`src/rtl/latch_bank_pkg.sv`:
```
// Shared types and pin-field positions for the latch bank controller.
// Optional parity feature is enabled by defining LATCH_PARITY_EN.
package latch_bank_pkg;

    typedef enum logic [1:0] {
        OP_WRITE  = 2'b00,
        OP_READ   = 2'b01,
        OP_FOLLOW = 2'b10,
        OP_CLEAR  = 2'b11
    } opcode_e;

    typedef enum logic [1:0] {
        IDLE   = 2'b00,
        FOLLOW = 2'b01,
        CLEAR  = 2'b10
    } state_e;

    localparam int STB_BIT  = 7;
    localparam int OP_MSB   = 6;
    localparam int OP_LSB   = 5;
    localparam int BUSY_BIT = 7;

endpackage

```
`src/rtl/sync_edge_det.sv`:
```
// Multi-stage input synchroniser for a bus, plus a rising-edge pulse on one
// selected bit (the strobe) taken from the synchronised output.
module sync_edge_det #(
    parameter int WIDTH   = 16,
    parameter int STAGES  = 2,
    parameter int STB_IDX = 7
) (
    input  logic             clk,
    input  logic             rst_n,
    input  logic [WIDTH-1:0] din,
    output logic [WIDTH-1:0] dout,
    output logic             pulse
);

    logic [WIDTH-1:0] sync_q [STAGES];
    logic             stb_prev;

    // NOTE: sequential state uses non-blocking assignments so every stage
    // samples the value its predecessor held before this edge.
    always_ff @(posedge clk or negedge rst_n) begin
        if (!rst_n) begin
            for (int s = 0; s < STAGES; s++) begin
                sync_q[s] <= '0;
            end
            stb_prev <= 1'b0;
        end else begin
            sync_q[0] <= din;
            for (int s = 1; s < STAGES; s++) begin
                sync_q[s] <= sync_q[s-1];
            end
            stb_prev <= sync_q[STAGES-1][STB_IDX];
        end
    end

    assign dout  = sync_q[STAGES-1];
    assign pulse = dout[STB_IDX] & ~stb_prev;

endmodule

```
`src/rtl/latch_bank_ctrl.sv`:
```
// Strobe-commanded bank of NUM_CH x WIDTH storage channels (write, read,
// follow, clear-all sweep). Define LATCH_PARITY_EN for per-channel parity.
module latch_bank_ctrl
    import latch_bank_pkg::*;
#(
    parameter int NUM_CH      = 8,
    parameter int WIDTH       = 7,
    parameter int SYNC_STAGES = 2
) (
    input  logic       clk,
    input  logic       rst_n,
    input  logic       ena,
    input  logic [7:0] ui_in,
    input  logic [7:0] uio_in,
    output logic [7:0] uo_out,
    output logic [7:0] uio_out,
    output logic [7:0] uio_oe
);

    localparam int              IDX_W   = $clog2(NUM_CH);
    localparam logic [IDX_W-1:0] LAST_CH = IDX_W'(NUM_CH - 1);

    logic [15:0]      synced;
    logic             strobe_pulse;
    logic [7:0]       sync_ui;
    logic [7:0]       sync_uio;
    opcode_e          cmd_op;
    logic [IDX_W-1:0] cmd_idx;
    logic [WIDTH-1:0] cmd_data;
    logic             cmd_valid;
    logic             busy;
    logic             unused_bits;

    state_e           state;
    state_e           state_next;
    logic [WIDTH-1:0] ch_mem [NUM_CH];
    logic [WIDTH-1:0] rd_reg;
    logic [IDX_W-1:0] follow_idx;
    logic [IDX_W-1:0] sweep_cnt;
    logic [6:0]       rd_ext;

    // Data and control share one synchroniser so they stay aligned with the strobe.
    sync_edge_det #(
        .WIDTH   (16),
        .STAGES  (SYNC_STAGES),
        .STB_IDX (STB_BIT)
    ) u_sync (
        .clk   (clk),
        .rst_n (rst_n),
        .din   ({uio_in, ui_in}),
        .dout  (synced),
        .pulse (strobe_pulse)
    );

    assign sync_ui     = synced[7:0];
    assign sync_uio    = synced[15:8];
    assign cmd_op      = opcode_e'(sync_ui[OP_MSB:OP_LSB]);
    assign cmd_idx     = sync_ui[IDX_W-1:0];
    assign cmd_data    = sync_uio[WIDTH-1:0];
    assign busy        = (state == CLEAR);
    assign cmd_valid   = strobe_pulse & ena & ~busy;
    assign unused_bits = ^{sync_ui, sync_uio};

    always_ff @(posedge clk or negedge rst_n) begin
        if (!rst_n) begin
            state <= IDLE;
        end else begin
            state <= state_next;
        end
    end

    // NOTE: next-state gets a default before any branch so no latch is inferred.
    always_comb begin
        state_next = state;
        if (cmd_valid) begin
            case (cmd_op)
                OP_FOLLOW: state_next = FOLLOW;
                OP_CLEAR:  state_next = CLEAR;
                default:   state_next = IDLE;
            endcase
        end else if (busy && (sweep_cnt == LAST_CH)) begin
            state_next = IDLE;
        end
    end

    // NOTE: the channel array is reset explicitly; a clear after reset must
    // never expose power-up contents, so it is built from flops, not RAM.
    always_ff @(posedge clk or negedge rst_n) begin
        if (!rst_n) begin
            for (int k = 0; k < NUM_CH; k++) begin
                ch_mem[k] <= '0;
            end
            rd_reg     <= '0;
            follow_idx <= '0;
            sweep_cnt  <= '0;
        end else if (cmd_valid) begin
            // A new command pre-empts the follow write in its own cycle.
            case (cmd_op)
                OP_WRITE:  ch_mem[cmd_idx] <= cmd_data;
                OP_READ:   rd_reg <= ch_mem[cmd_idx];
                OP_FOLLOW: begin
                    ch_mem[cmd_idx] <= cmd_data;
                    follow_idx      <= cmd_idx;
                end
                default:   sweep_cnt <= '0;
            endcase
        end else if (state == FOLLOW) begin
            ch_mem[follow_idx] <= cmd_data;
        end else if (busy) begin
            ch_mem[sweep_cnt] <= '0;
            sweep_cnt         <= sweep_cnt + 1'b1;
            if (sweep_cnt == LAST_CH) begin
                rd_reg <= '0;
            end
        end
    end

    always_comb begin
        rd_ext              = '0;
        rd_ext[WIDTH-1:0]   = rd_reg;
    end

    assign uo_out = {busy, rd_ext};

`ifdef LATCH_PARITY_EN
    logic par_mem [NUM_CH];
    logic parity_err;

    // Even parity: stored bit equals XOR of the data, so data^par is always 0.
    always_ff @(posedge clk or negedge rst_n) begin
        if (!rst_n) begin
            for (int k = 0; k < NUM_CH; k++) begin
                par_mem[k] <= 1'b0;
            end
            parity_err <= 1'b0;
        end else if (cmd_valid) begin
            case (cmd_op)
                OP_WRITE, OP_FOLLOW: par_mem[cmd_idx] <= ^cmd_data;
                OP_READ: begin
                    if ((^ch_mem[cmd_idx]) != par_mem[cmd_idx]) begin
                        parity_err <= 1'b1;
                    end
                end
                default: ;
            endcase
        end else if (state == FOLLOW) begin
            par_mem[follow_idx] <= ^cmd_data;
        end else if (busy) begin
            par_mem[sweep_cnt] <= 1'b0;
            if (sweep_cnt == LAST_CH) begin
                parity_err <= 1'b0;
            end
        end
    end

    assign uio_out = {parity_err, 7'b0};
    assign uio_oe  = 8'h80;
`else
    assign uio_out = 8'h00;
    assign uio_oe  = 8'h00;
`endif

endmodule

```
`config.mk`:
```
export PLATFORM = sky130hd
export DESIGN_NAME = latch_bank_ctrl
export DESIGN_NICKNAME = d
export VERILOG_FILES = /design/src/rtl/latch_bank_pkg.sv /design/src/rtl/sync_edge_det.sv /design/src/rtl/latch_bank_ctrl.sv
export SDC_FILE = /design/constraint.sdc
export NUM_CORES = 1
export LEC_CHECK = 0
export BUFFER_PORTS_ARGS = -buffer_cell sky130_fd_sc_hd__clkbuf_2
export CORE_ASPECT_RATIO = 0.5
export CORE_MARGIN = 5
export CORE_UTILIZATION = 27
export CTS_CLUSTER_DIAMETER = 200
export DETAILED_ROUTE_END_ITERATION = 10
export GPL_TIMING_DRIVEN = 0
export PLACE_DENSITY = 0.54
export SYNTH_ARGS = -nofsm -noshare
export SYNTH_HDL_FRONTEND = slang
export SYNTH_SLANG_ARGS = --single-unit
```
`constraint.sdc`:
```
create_clock -name clk -period 4.6 [get_ports clk]
set_clock_uncertainty 0.05 [all_clocks]
set_input_delay 0.69 -clock clk [delete_from_list [all_inputs] [get_ports clk]]
set_output_delay 0.69 -clock clk [all_outputs]
set_load 0.02 [all_outputs]
```
==> Word level (Yosys, flattened, before mapping) <==
Cells that the tools add are included.
{ "totals": {"n_memories": 0, "input_bits": 19, "wordCells": 84, "mem_bits_ro": 0, "out_inout_bits": 24, "register_bits": 102, "latch_bits": 0, "ram_bits": 0} }
{ "classes": {"bitwise": 10, "n_eq_ne": 10, "n_shift": 0, "n_mul": 0, "magnitude_cmp": 6, "div": 0, "n_reduce_logical": 15, "muxes": 27, "n_addsub": 1} }
{ "op_table": {"columns": ["operator", "n"], "rows": [
  ["$mux 56", 4],
  ["$bwmux 56", 2],
  ["$mux 7", 10],
  ["$demux 7 s3", 3],
  ["$and 56x56->56", 1],
  ["$not 56->56", 1],
  ["$bmux 7 s3", 1],
  ["$ge 4x4->1 const B", 3],
  ["$lt 4x1->1 const B", 3],
  ["$mux 3", 4],
  ["$not 3->4", 3],
  ["$eq 2x2->1 const B", 3],
  ["$ne 2x2->1 const B", 3],
  ["$reduce_bool 2->1", 3],
  ["$eq 2x1->1 const B", 2],
  ["$logic_and 1x1->1", 4],
  ["$mux 2", 2],
  ["$pmux 2 s2", 1],
  ["$reduce_and 2->1", 2],
  ["$reduce_and 4->1", 1],
  ["$add 3x1->3 const B", 1],
  ["$and 1x1->1", 3],
  ["$eq 3x3->1 const B", 1],
  ["$reduce_and 3->1", 1],
  ["other kinds (6)", 7]
]} }

==> Depth between registers and ports, before layout <==
Gate-level depths: netlist of run 1.
{ "depth": {"depth_word": 10, "depth_mapped": 8} }

==> By module <==
From an unflattened synthesis of run 1, not the netlist that was laid out.
{ "hier_totals": {"cells_unflattened": 344, "hier_area_um2": 4717.0} }
{ "modules_own_cells": {"columns": ["module", "cells_each", "area_per_inst_um2", "n_inst"], "rows": [
  ["latch_bank_ctrl", 294, 3757.4, 1],
  ["sync_edge_det", 50, 959.7, 1]
]} }

==> Worst setup path before layout of run 1 <==
Ideal clock, no wire load.
{ "synth_timing": {"path_kind": "input port to flip-flop", "from": "in ena", "to": "reg follow_idx[0]", "setup_slack_ns": 2.634, "setup_time_ns": 0.125, "cell_stages": 5, "path_buffers": 1, "t_arrival_ns": 1.791, "path_cell_list": "nand3b_4 nand2b_1 buf_2 nor3b_2 mux2_2"} }
{ "synth_between": {"elab_chain_len": 3} }
{ "synth_lines": {"columns": ["element", "line_no", "text"], "rows": [
  ["start: declaration", "latch_bank_ctrl.sv:12", "input logic ena,"],
  ["$and 1x1->1 (2 in a row)", "latch_bank_ctrl.sv:61", "assign cmd_valid = strobe_pulse & ena & ~busy;"],
  ["$reduce_and 2->1 (no line)", null, null],
  ["end signal: assignment", "latch_bank_ctrl.sv:103", "follow_idx <= cmd_idx;"],
  ["end: declaration", "latch_bank_ctrl.sv:38", "logic [IDX_W-1:0] follow_idx;"]
]} }
No other way between the ends.
A chain may end at the register's enable or synchronous reset.

==> Final worst setup path of run 1 <==
{ "layout_timing": {"from": "reg state[1]", "to": "reg rd_reg[2], in the netlist rd_ext[2]"} }
{ "layout_between": {"elab_chain_len": 5} }
{ "layout_lines": {"columns": ["element", "line_no", "text"], "rows": [
  ["start: declaration", "latch_bank_ctrl.sv:34", "state_e state;"],
  ["start signal: assignment", "latch_bank_ctrl.sv:68", "state <= state_next;"],
  ["$eq 2x2->1 *", "latch_bank_ctrl.sv:60", "assign busy = (state == CLEAR);"],
  ["via busy", "latch_bank_ctrl.sv:31", "logic busy;"],
  ["$not 1->1", "latch_bank_ctrl.sv:61", null],
  ["$and 1x1->1", "latch_bank_ctrl.sv:61", null],
  ["$ne 2x1->1 (no line) (tied with other cells)", null, null],
  ["$reduce_and 4->1 (no line)", null, null],
  ["end signal: assignment", "latch_bank_ctrl.sv:100", "OP_READ: rd_reg <= ch_mem[cmd_idx];"],
  ["end: declaration", "latch_bank_ctrl.sv:37", "logic [WIDTH-1:0] rd_reg;"]
]} }
The timed path passes the listed nets; every way through them passes the cells marked *.

==> metrics, run 1 <==
CP Launch Type=flip-flop; worst-margin pin slew=~0.94 ns; Tot GR Track Use=around an eighth; post-route design area=5190 um^2; CTS tree=done; register area share after synthesis=55.5%; CP Capture Type=flip-flop; Detailed Route WL=11.5 mm; first-pass GRT wire length=18.5 mm; vias=around 3200; fin util=32.0%; share of cells above drive strength 1=21.0%; Power Density=473 nW/um^2; number of antenna violations at the first check in global routing=0; Fin Setup TNS=0 ns; Netlist Area Pre-Place=4420 um^2; die height=~100 um; I/O Buffers=23; layout net count=between 400 and 500; Worst Hold Path Cells=0; area grow syn2layout=17.5%; Post-Syn Instances=376; final hold vios=0; Leak=between 0.002 and 0.0025 uW; ant diodes=0; Reg2Reg Setup Slack=about 2 ns; DR WL/cell=17.6 um; Resize count post-CTS=0; antenna-violating nets left=0; vias in the first global route=approximately 3100; maxcap violations=0; EDFF count, synth=0; Achievable Freq=around 0.39 GHz; Hold WS=around 0.30 ns; Synth warnings=0; Std-Cell Rows=33; clock slew at the register clock pins of the worst setup and hold paths=0.07 ns; Final period util=a little under three fifths; H-tree depth=3; die width=between 150 and 200 um; total congestion overflow=0; worst endpoint data arrival time=~2.7 ns; Final setup viols=0; DP HPWL=approximately 7.8 mm; ys flop type=dfrtp_1; status=complete, no violations; Clk Latency, worst-skew pair=~0.35 ns; crit path max fanout=10; core area=between 15000 and 20000 um^2; DRT iter0 DRCs=between 200 and 250; die area=roughly 19000 um^2; Sinks on Clock Net=between 90 and 100; RSZ-0062 raised after global routing=false; Initial Util=27.2%; HP Class=flip-flop to flip-flop; boundary pin count=43; Slew Limit Fails=0; Period minus WS final=~2.6 ns; DR pass1 iterations=5; area of the multi-input gates=around 1800 um^2; Slew headroom=35.5%; DRC Markers=0; library cells used by synthesis=43; DP Area=about 5000 um^2; total power draw=between 2000 and 2500 uW; Synth async-reset ratio=100%; Worst R2R Path Depth=7; Mapped Avg Cell Area=11.7 um^2; Max Root-Sink Buffers=2; peak supply drop=202 uV; critical path class=flip-flop to flip-flop; vias per inst=approximately 4.9; fillcell total=between 1500 and 2000; CTS Hold Bufs=0; largest net degree at the start of global routing=53; Setup Buffers After CTS=0; Data required, critical path=4.74 ns; FF+latch count, synth=98; Final Wtd Congestion=roughly 0.88; Root Buffer Master=clkbuf_16; FF/Latch Area=2450 um^2; number of buffers created by CTS=9
[cell usage after synthesis, types with 3 or more instances]
master	instances	area share [%]
buf_2	13	1.5
nor2_1	7	0.60
a22o_1	58	12
nor3_1	3	0.34
o31ai_1	4	0.68
nand3b_1	4	0.68
a22oi_1	5	0.85
mux2i_1	8	1.8
nand2_1	25	2.1
a21boi_2	4	1.0
clkbuf_1	4	0.34
o21ai_0	16	1.8
a221oi_1	3	0.60
a21oi_1	6	0.68
nor2b_1	11	1.6
mux2_2	5	1.3
a31oi_1	12	1.7
buf_1	9	0.76
nand3_1	24	2.7
buf_4	19	3.2
dfrtp_1	98	56
or3_1	3	0.42
nand2b_1	5	0.71
mux4_2	5	2.5
[registers in the layout, indices dropped and copies added (netlist names)]
| signal | cells |
|---|---|
| rd_ext | 7 |
| state | 2 |
| u_sync.dout | 13 |
| sweep_cnt | 3 |
| ch_mem | 56 |
| follow_idx | 3 |
| u_sync.sync_q | 13 |
| u_sync.stb_prev | 1 |
[per-layer routing]
layer  part of all wire [%]  GRT usage [%]
met5                      0              0
met4                    1.5           3.81
met3                    5.6           2.50
met2                     43           18.1
met1                     50           19.0
[through the flow]
stage | setup WS, ns | std cells
after global routing | 1.83 | 656
after floorplan | 2.63 | 391
after global placement | 1.48 | 641
after detailed placement | 1.80 | 642
after CTS | 2.06 | 656
final | 2.02 | 656
[placed cells by master (no fill, tap or decap), drive strengths merged, types with 7 or more instances in the layout]
cell,Yosys,layout
buf,41,42
nor2,7,7
o21ai,17,17
nand2,25,25
a31oi,12,12
mux2i,8,8
clkbuf,4,39
a22o,58,58
dfrtp,98,98
nand3,24,24
conb,1,16
nor2b,11,11
[final cells by class]
type                    count  share of cell area (%)
inverters                   3                   0.217
clock inverters             2                   0.748
multi-input cells         245                    33.8
clock buffers              12                    4.75
well taps                 227                    5.48
repair buffers             24                    2.80
flip-flops and latches     98                    47.3
plain buffers              45                    4.94
[cell families (layout without fill, tap and decap cells)]
| group | after synthesis | in the layout | synth area share [%] |
|---|---|---|---|
| other | 1 | 16 | 0.0849 |
| AO/OA/AOI/OAI | 118 | 118 | 20.9 |
| AND/OR/NAND/NOR | 90 | 90 | 10.9 |
| adder cells (fa/ha/maj) | 3 | 3 | 0.821 |
| flip-flops | 98 | 98 | 55.5 |
| buffers and inverters | 48 | 86 | 6.06 |
| multiplexers | 18 | 18 | 5.64 |
[final timing paths]
path,startpoint,end
worst max-delay path,state[1],rd_ext[2]
min in group asynchronous,rst_n,u_sync.sync_q[17]
worst min register to register,u_sync.sync_q[23],u_sync.dout[7]
max in group asynchronous,rst_n,ch_mem[20]
worst min-delay path,u_sync.sync_q[23],u_sync.dout[7]
worst max register to register,state[1],rd_ext[2]
[critical path, stage by stage (launching register included)]
cell and delay, ns:
dfrtp_1 0.45, nand2b_2 0.14, inv_2 0.12, nor2_1 0.22
buf_4 0.22, nand3b_1 0.25, a2111oi_0 0.88, a21oi_1 0.08
[power breakdown]
group	leakage (uW)	switching [uW]	internal (uW)
Clock	0.000139	318	432
Combinational	0.000897	342	249
Sequential	0.00128	92.8	1020
(Power assumes the default switching activity.)
==> inputs of run 2 (changes only) <==
clock period = 2.5 ns   (was 4.6 ns; I/O delays follow)
==> metrics, run 2 (synthesis results as in run 1) <==
RSZ-0062 raised after global routing=true; DP HPWL=7.79 mm (unchanged); DR WL/cell=17.6 um (+0.10%); clock share of power=30.6% (about the same); combinational share of power=24.0% (about the same); Sw Share=30.6% (about the same); Seq pwr share=45.4% (about the same); vias in the first global route=3122 (unchanged); Hold WS=0.0694 ns (-0.227 ns); share of cells above drive strength 1=21.0% (unchanged); layout net count=447 (unchanged); Initial Util=27.2% (unchanged); peak supply drop=373 uV (+84%); Reg2Reg Setup Slack=0.09 ns (-1.92 ns); CTS tree=done; Std-Cell Rows=33 (unchanged); total congestion overflow=0 (unchanged); worst r2r dst=rd_ext[2]; worst-margin pin slew=0.899 ns (-0.0444 ns); boundary pin count=43 (unchanged); critical path class=flip-flop to flip-flop; largest reg by FF count=ch_mem; fin util=32.0% (about the same); Data required, critical path=2.65 ns (-2.09 ns); DRT iter0 DRCs=200 (-11%); Sw Pwr=1380 uW (+84%); Detailed Route WL=11.5 mm (+0.10%); Final setup viols=0 (unchanged); Worst Setup SP=state[1]; Max Root-Sink Buffers=2 (unchanged); crit path cell chain=nand2b_2, inv_2, nor2_1, buf_4, nand3b_1, a2111oi_1, a21oi_1; crit path max fanout=10 (unchanged); DRC Markers=0 (unchanged); Slew headroom=39.9% (+4.5 points); Power Density=871 nW/um^2 (+84%); Resize count post-CTS=1 (+1); Final period util=96.3% (+40 points); Slew Limit Fails=0 (unchanged); area grow syn2layout=17.5% (about the same); Setup Buffers After CTS=0 (unchanged); number of antenna violations at the first check in global routing=0 (unchanged); largest net degree at the start of global routing=53 (unchanged); Largest register FFs=56 (unchanged); die area=19200 um^2 (unchanged); vias=3184 (-0.31%); Final Wtd Congestion=0.875 (unchanged); Int Pwr=3130 uW (+84%); CP Capture Type=flip-flop; Worst R2R Path Depth=7 (unchanged); antenna-violating nets left=0 (unchanged); DR pass1 iterations=5 (unchanged); r2r startpoint=state[1]; vias per inst=4.85 (-0.31%); CP max stage delay=0.72 ns (-0.16 ns); HP Class=input pin to async pin; Tot GR Track Use=12.6% (unchanged); H-tree depth=3 (unchanged); Period minus WS final=2.41 ns (-0.177 ns); Clk Latency, worst-skew pair=0.35 ns (about the same); clock slew at the register clock pins of the worst setup and hold paths=0.07 ns (about the same); die height=100 um (unchanged); ant diodes=0 (unchanged); CP Launch Type=flip-flop; die width=191 um (unchanged); CTS Hold Bufs=0 (unchanged); commonest non-fill, non-tap cell in the layout=dfrtp_1; I/O Buffers=23 (unchanged); Achievable Freq=0.416 GHz (+7.4%); CP endpoint=rd_ext[2]; worst endpoint data arrival time=2.55 ns (-0.17 ns); Slowest-stage cell, CP=a2111oi_1; maxcap violations=0 (unchanged); number of buffers created by CTS=9 (unchanged); first-pass GRT wire length=18.5 mm (unchanged); most frequent cells in the layout=98 x dfrtp_1, 58 x a22o_1, 25 x nand2_1, 24 x nand3_1, 22 x clkbuf_2; Fin Setup TNS=0 ns (unchanged); core area=16200 um^2 (unchanged); Sinks on Clock Net=98 (unchanged); status=complete, no violations; Leak=0.00231 uW (about the same); final hold vios=0 (unchanged); Root Buffer Master=clkbuf_16
-- run 2: routing by layer --
| metal | up-vias | routed length, um | GRT usage (%) |
|---|---|---|---|
| met3 | 15 | 710 | 2.50 |
| met5 | - | 0 | 0 |
| met2 | 112 | 4900 | 18.1 |
| met1 | 1596 | 5730 | 19.0 |
| met4 | 0 | 195 | 3.81 |
| li1 | 1461 | - | - |
-- run 2: layout make-up --
class,count,area (um^2)
buffer,45,256
clock buffer,12,246
clock inverter,2,38.8
fill,1644,11000
inverter,3,11.3
multi-input combinational,245,1750
sequential,98,2450
tap,227,284
timing repair buffer,24,145
-- run 2: power groups by stage --
stage / logic (uW) / clock network (uW) / registers (uW)
after floorplan: 736 / 0 / 2070
after global placement: 1070 / 0 / 2070
after detailed placement: 1080 / 0 / 2080
after CTS: 1090 / 1410 / 2050
after global routing: 1200 / 1490 / 2090
final: 1090 / 1380 / 2050
-- run 2: worst min path at each step --
stage,endpoint,slack [ns],cells past startpoint
finish,u_sync.sync_q[17],0.07,1
floorplan,ch_mem[0],0.03,0
CTS,u_sync.sync_q[22],0.07,1
global placement,u_sync.dout[0],0.28,0
detailed placement,u_sync.dout[0],0.28,0
global route,u_sync.sync_q[22],0.06,1
-- run 2: worst max-delay path: cells and delay by family, from the launching register on --
kind | cells | cell delay (ns)
simple gates | 3 | 0.62
compound gates | 2 | 0.80
flops | 1 | 0.45
buf+inv | 2 | 0.33
-- run 2: through the flow --
stage	cells	worst slack [ns]	instance area (um^2)	total power [uW]
final	656	0.0934	5190	4520
after global routing	656	-0.0938	5190	4780
after CTS	656	0.123	5190	4550
after detailed placement	642	-0.0108	4900	3160
after global placement	641	-0.305	4870	3140
after floorplan	391	0.789	4470	2810
==> inputs of run 3 (changes only) <==
PLACE_DENSITY = 0.53   (was 0.54)
SYNTH_HIERARCHICAL = 1   (was unset)
==> metrics, run 3 <==
first-pass GRT wire length=17.7 mm (-4.2%); crit path max fanout=10 (unchanged); Detailed Route WL=10.8 mm (-6.0%); Final Wtd Congestion=0.840 (-4.0%); DRT iter0 DRCs=314 (+57%); top routing layer in use=met4; vias in the first global route=3025 (-3.1%); total congestion overflow=0 (unchanged); CTS Hold Bufs=0 (unchanged); Clk Latency, worst-skew pair=0.35 ns (about the same); Max Root-Sink Buffers=2 (unchanged); peak supply drop=330 uV (-11%); crit path cell chain=nor2b_4, buf_6, a21oi_2, a221o_2, o2111ai_1, o2bb2ai_1; boundary pin count=43 (unchanged); HP Class=input pin to async pin; DRC Markers=0 (unchanged); critical path class=flip-flop to flip-flop; CTS tree=done; Reg2Reg Setup Slack=0.21 ns (+0.11 ns); Final period util=91.7% (-4.5 points); CP Capture Type=flip-flop; DP Area=5020 um^2 (+2.5%); area grow syn2layout=17.5% (about the same); Power Density=1110 nW/um^2 (+28%); clock slew at the register clock pins of the worst setup and hold paths=0.06 ns (about the same); RSZ-0062 raised after global routing=false; Netlist Area Pre-Place=4540 um^2 (+2.7%); CP max stage delay=0.49 ns (-0.23 ns); fillcell total=1654 (+0.61%); antenna-violating nets left=0 (unchanged); Data required, critical path=2.65 ns (about the same); I/O Buffers=23 (unchanged); Resize count post-CTS=0 (-1); number of antenna violations at the first check in global routing=0 (unchanged); Largest register FFs=56 (unchanged); share of cells above drive strength 1=28.7% (+7.7 points); die height=102 um (+1.2%); Mapped Avg Cell Area=13.6 um^2 (+16%); worst endpoint data arrival time=2.44 ns (-0.11 ns); Leak=0.00228 uW (-1.5%); DR pass1 iterations=4 (-1); worst-margin pin slew=0.950 ns (+0.0511 ns); DP Cell Count=600 (-6.5%); Finished Layout Cells=614 (-6.4%); layout net count=405 (-9.4%); vias per inst=4.75 (-2.1%); Initial Util=27.6% (+0.39 points); core area=16400 um^2 (+1.3%); vias=2917 (-8.4%); number of buffers created by CTS=9 (unchanged); commonest non-fill, non-tap cell in the layout=dfrtp_1; largest net degree at the start of global routing=52 (-1.9%); status=complete, no violations; Slew headroom=35.9% (-4.1 points); metal3 WL=638 um (-10%); Period minus WS final=2.29 ns (-0.113 ns); Setup Buffers After CTS=0 (unchanged); largest reg by FF count=ch_mem; H-tree depth=3 (unchanged); die area=19700 um^2 (+2.5%); Slew Limit Fails=0 (unchanged); final hold vios=0 (unchanged); Std-Cell Rows=33 (unchanged); Final setup viols=0 (unchanged); DR WL/cell=17.7 um (+0.40%); DP HPWL=7.65 mm (-1.8%); maxcap violations=0 (unchanged); die width=193 um (+1.3%); Post-Syn Instances=334 (-11%); ant diodes=0 (unchanged); Slowest-stage cell, CP=o2111ai_1; Tot GR Track Use=11.6% (-0.98 points); CP Launch Type=flip-flop; Achievable Freq=0.436 GHz (+4.9%); Root Buffer Master=clkbuf_16; post-route design area=5330 um^2 (+2.7%); M1 wire length=5.63 mm (-1.7%); Synth warnings=6 (+6); most frequent cells in the layout=98 x dfrtp_1, 55 x o2bb2ai_1, 30 x buf_4, 22 x clkbuf_2, 17 x nand2_1; Sinks on Clock Net=98 (unchanged); Met2 Routed Length=4.40 mm (-10%); Hold WS=0.0701 ns (+0.000697 ns)
-- run 3: power by group --
| group | total, uW | internal (uW) | switching, uW |
|---|---|---|---|
| clock | 1450 | 865 | 580 |
| sequential | 2400 | 2070 | 328 |
| combinational | 2090 | 883 | 1210 |
-- run 3: worst max-delay path: cells and delay by family, from the launching register on --
family / cells / cell delay (ns)
AO/OA/AOI/OAI: 4 / 1.47
AND/OR/NAND/NOR: 1 / 0.13
flip-flops: 1 / 0.38
buffers and inverters: 1 / 0.12
-- run 3: metrics by stage --
| stage | setup slack, ns | TNS [ns] | utilization [%] | power [uW] |
|---|---|---|---|---|
| after global routing | 0.00423 | 0 | 32.4 | 6290 |
| after detailed placement | 0.228 | 0 | 30.6 | 4500 |
| after CTS | 0.213 | 0 | 32.4 | 5980 |
| final | 0.207 | 0 | 32.4 | 5940 |
| after floorplan | 0.632 | 0 | - | 3900 |
| after global placement | -0.314 | -29.74 | 30.4 | 4480 |
-- run 3: metal layers --
| metal | global-route usage [%] | vias to the layer above |
|---|---|---|
| met2 | 16.1 | 94 |
| li1 | - | 1367 |
| met4 | 4.24 | 0 |
| met5 | 0 | - |
| met3 | 2.73 | 14 |
| met1 | 17.5 | 1442 |
-- run 3: layout make-up --
type | instances | area (um^2) | share of cell area (%)
Timing Repair Buffer | 24 | 145 | 2.72
Sequential cell | 98 | 2450 | 46.0
Clock buffer | 9 | 225 | 4.23
Multi-Input combinational cell | 200 | 1790 | 33.6
Buffer | 42 | 315 | 5.92
Inverter | 9 | 33.8 | 0.634
Tap cell | 227 | 284 | 5.33
Clock inverter | 5 | 81.3 | 1.53
-- run 3: final timing paths --
kind,from,endpoint,depth (start not counted)
max in group asynchronous,rst_n,ch_mem[3],2
worst max-delay path,u_sync/dout[7],ch_mem[9],6
worst max register to register,u_sync/dout[7],ch_mem[9],6
min in group clk,uio_in[3],u_sync/sync_q[27],1
worst min register to register,u_sync/sync_q[18],u_sync/dout[2],0
worst min-delay path,rst_n,u_sync/sync_q[21],1
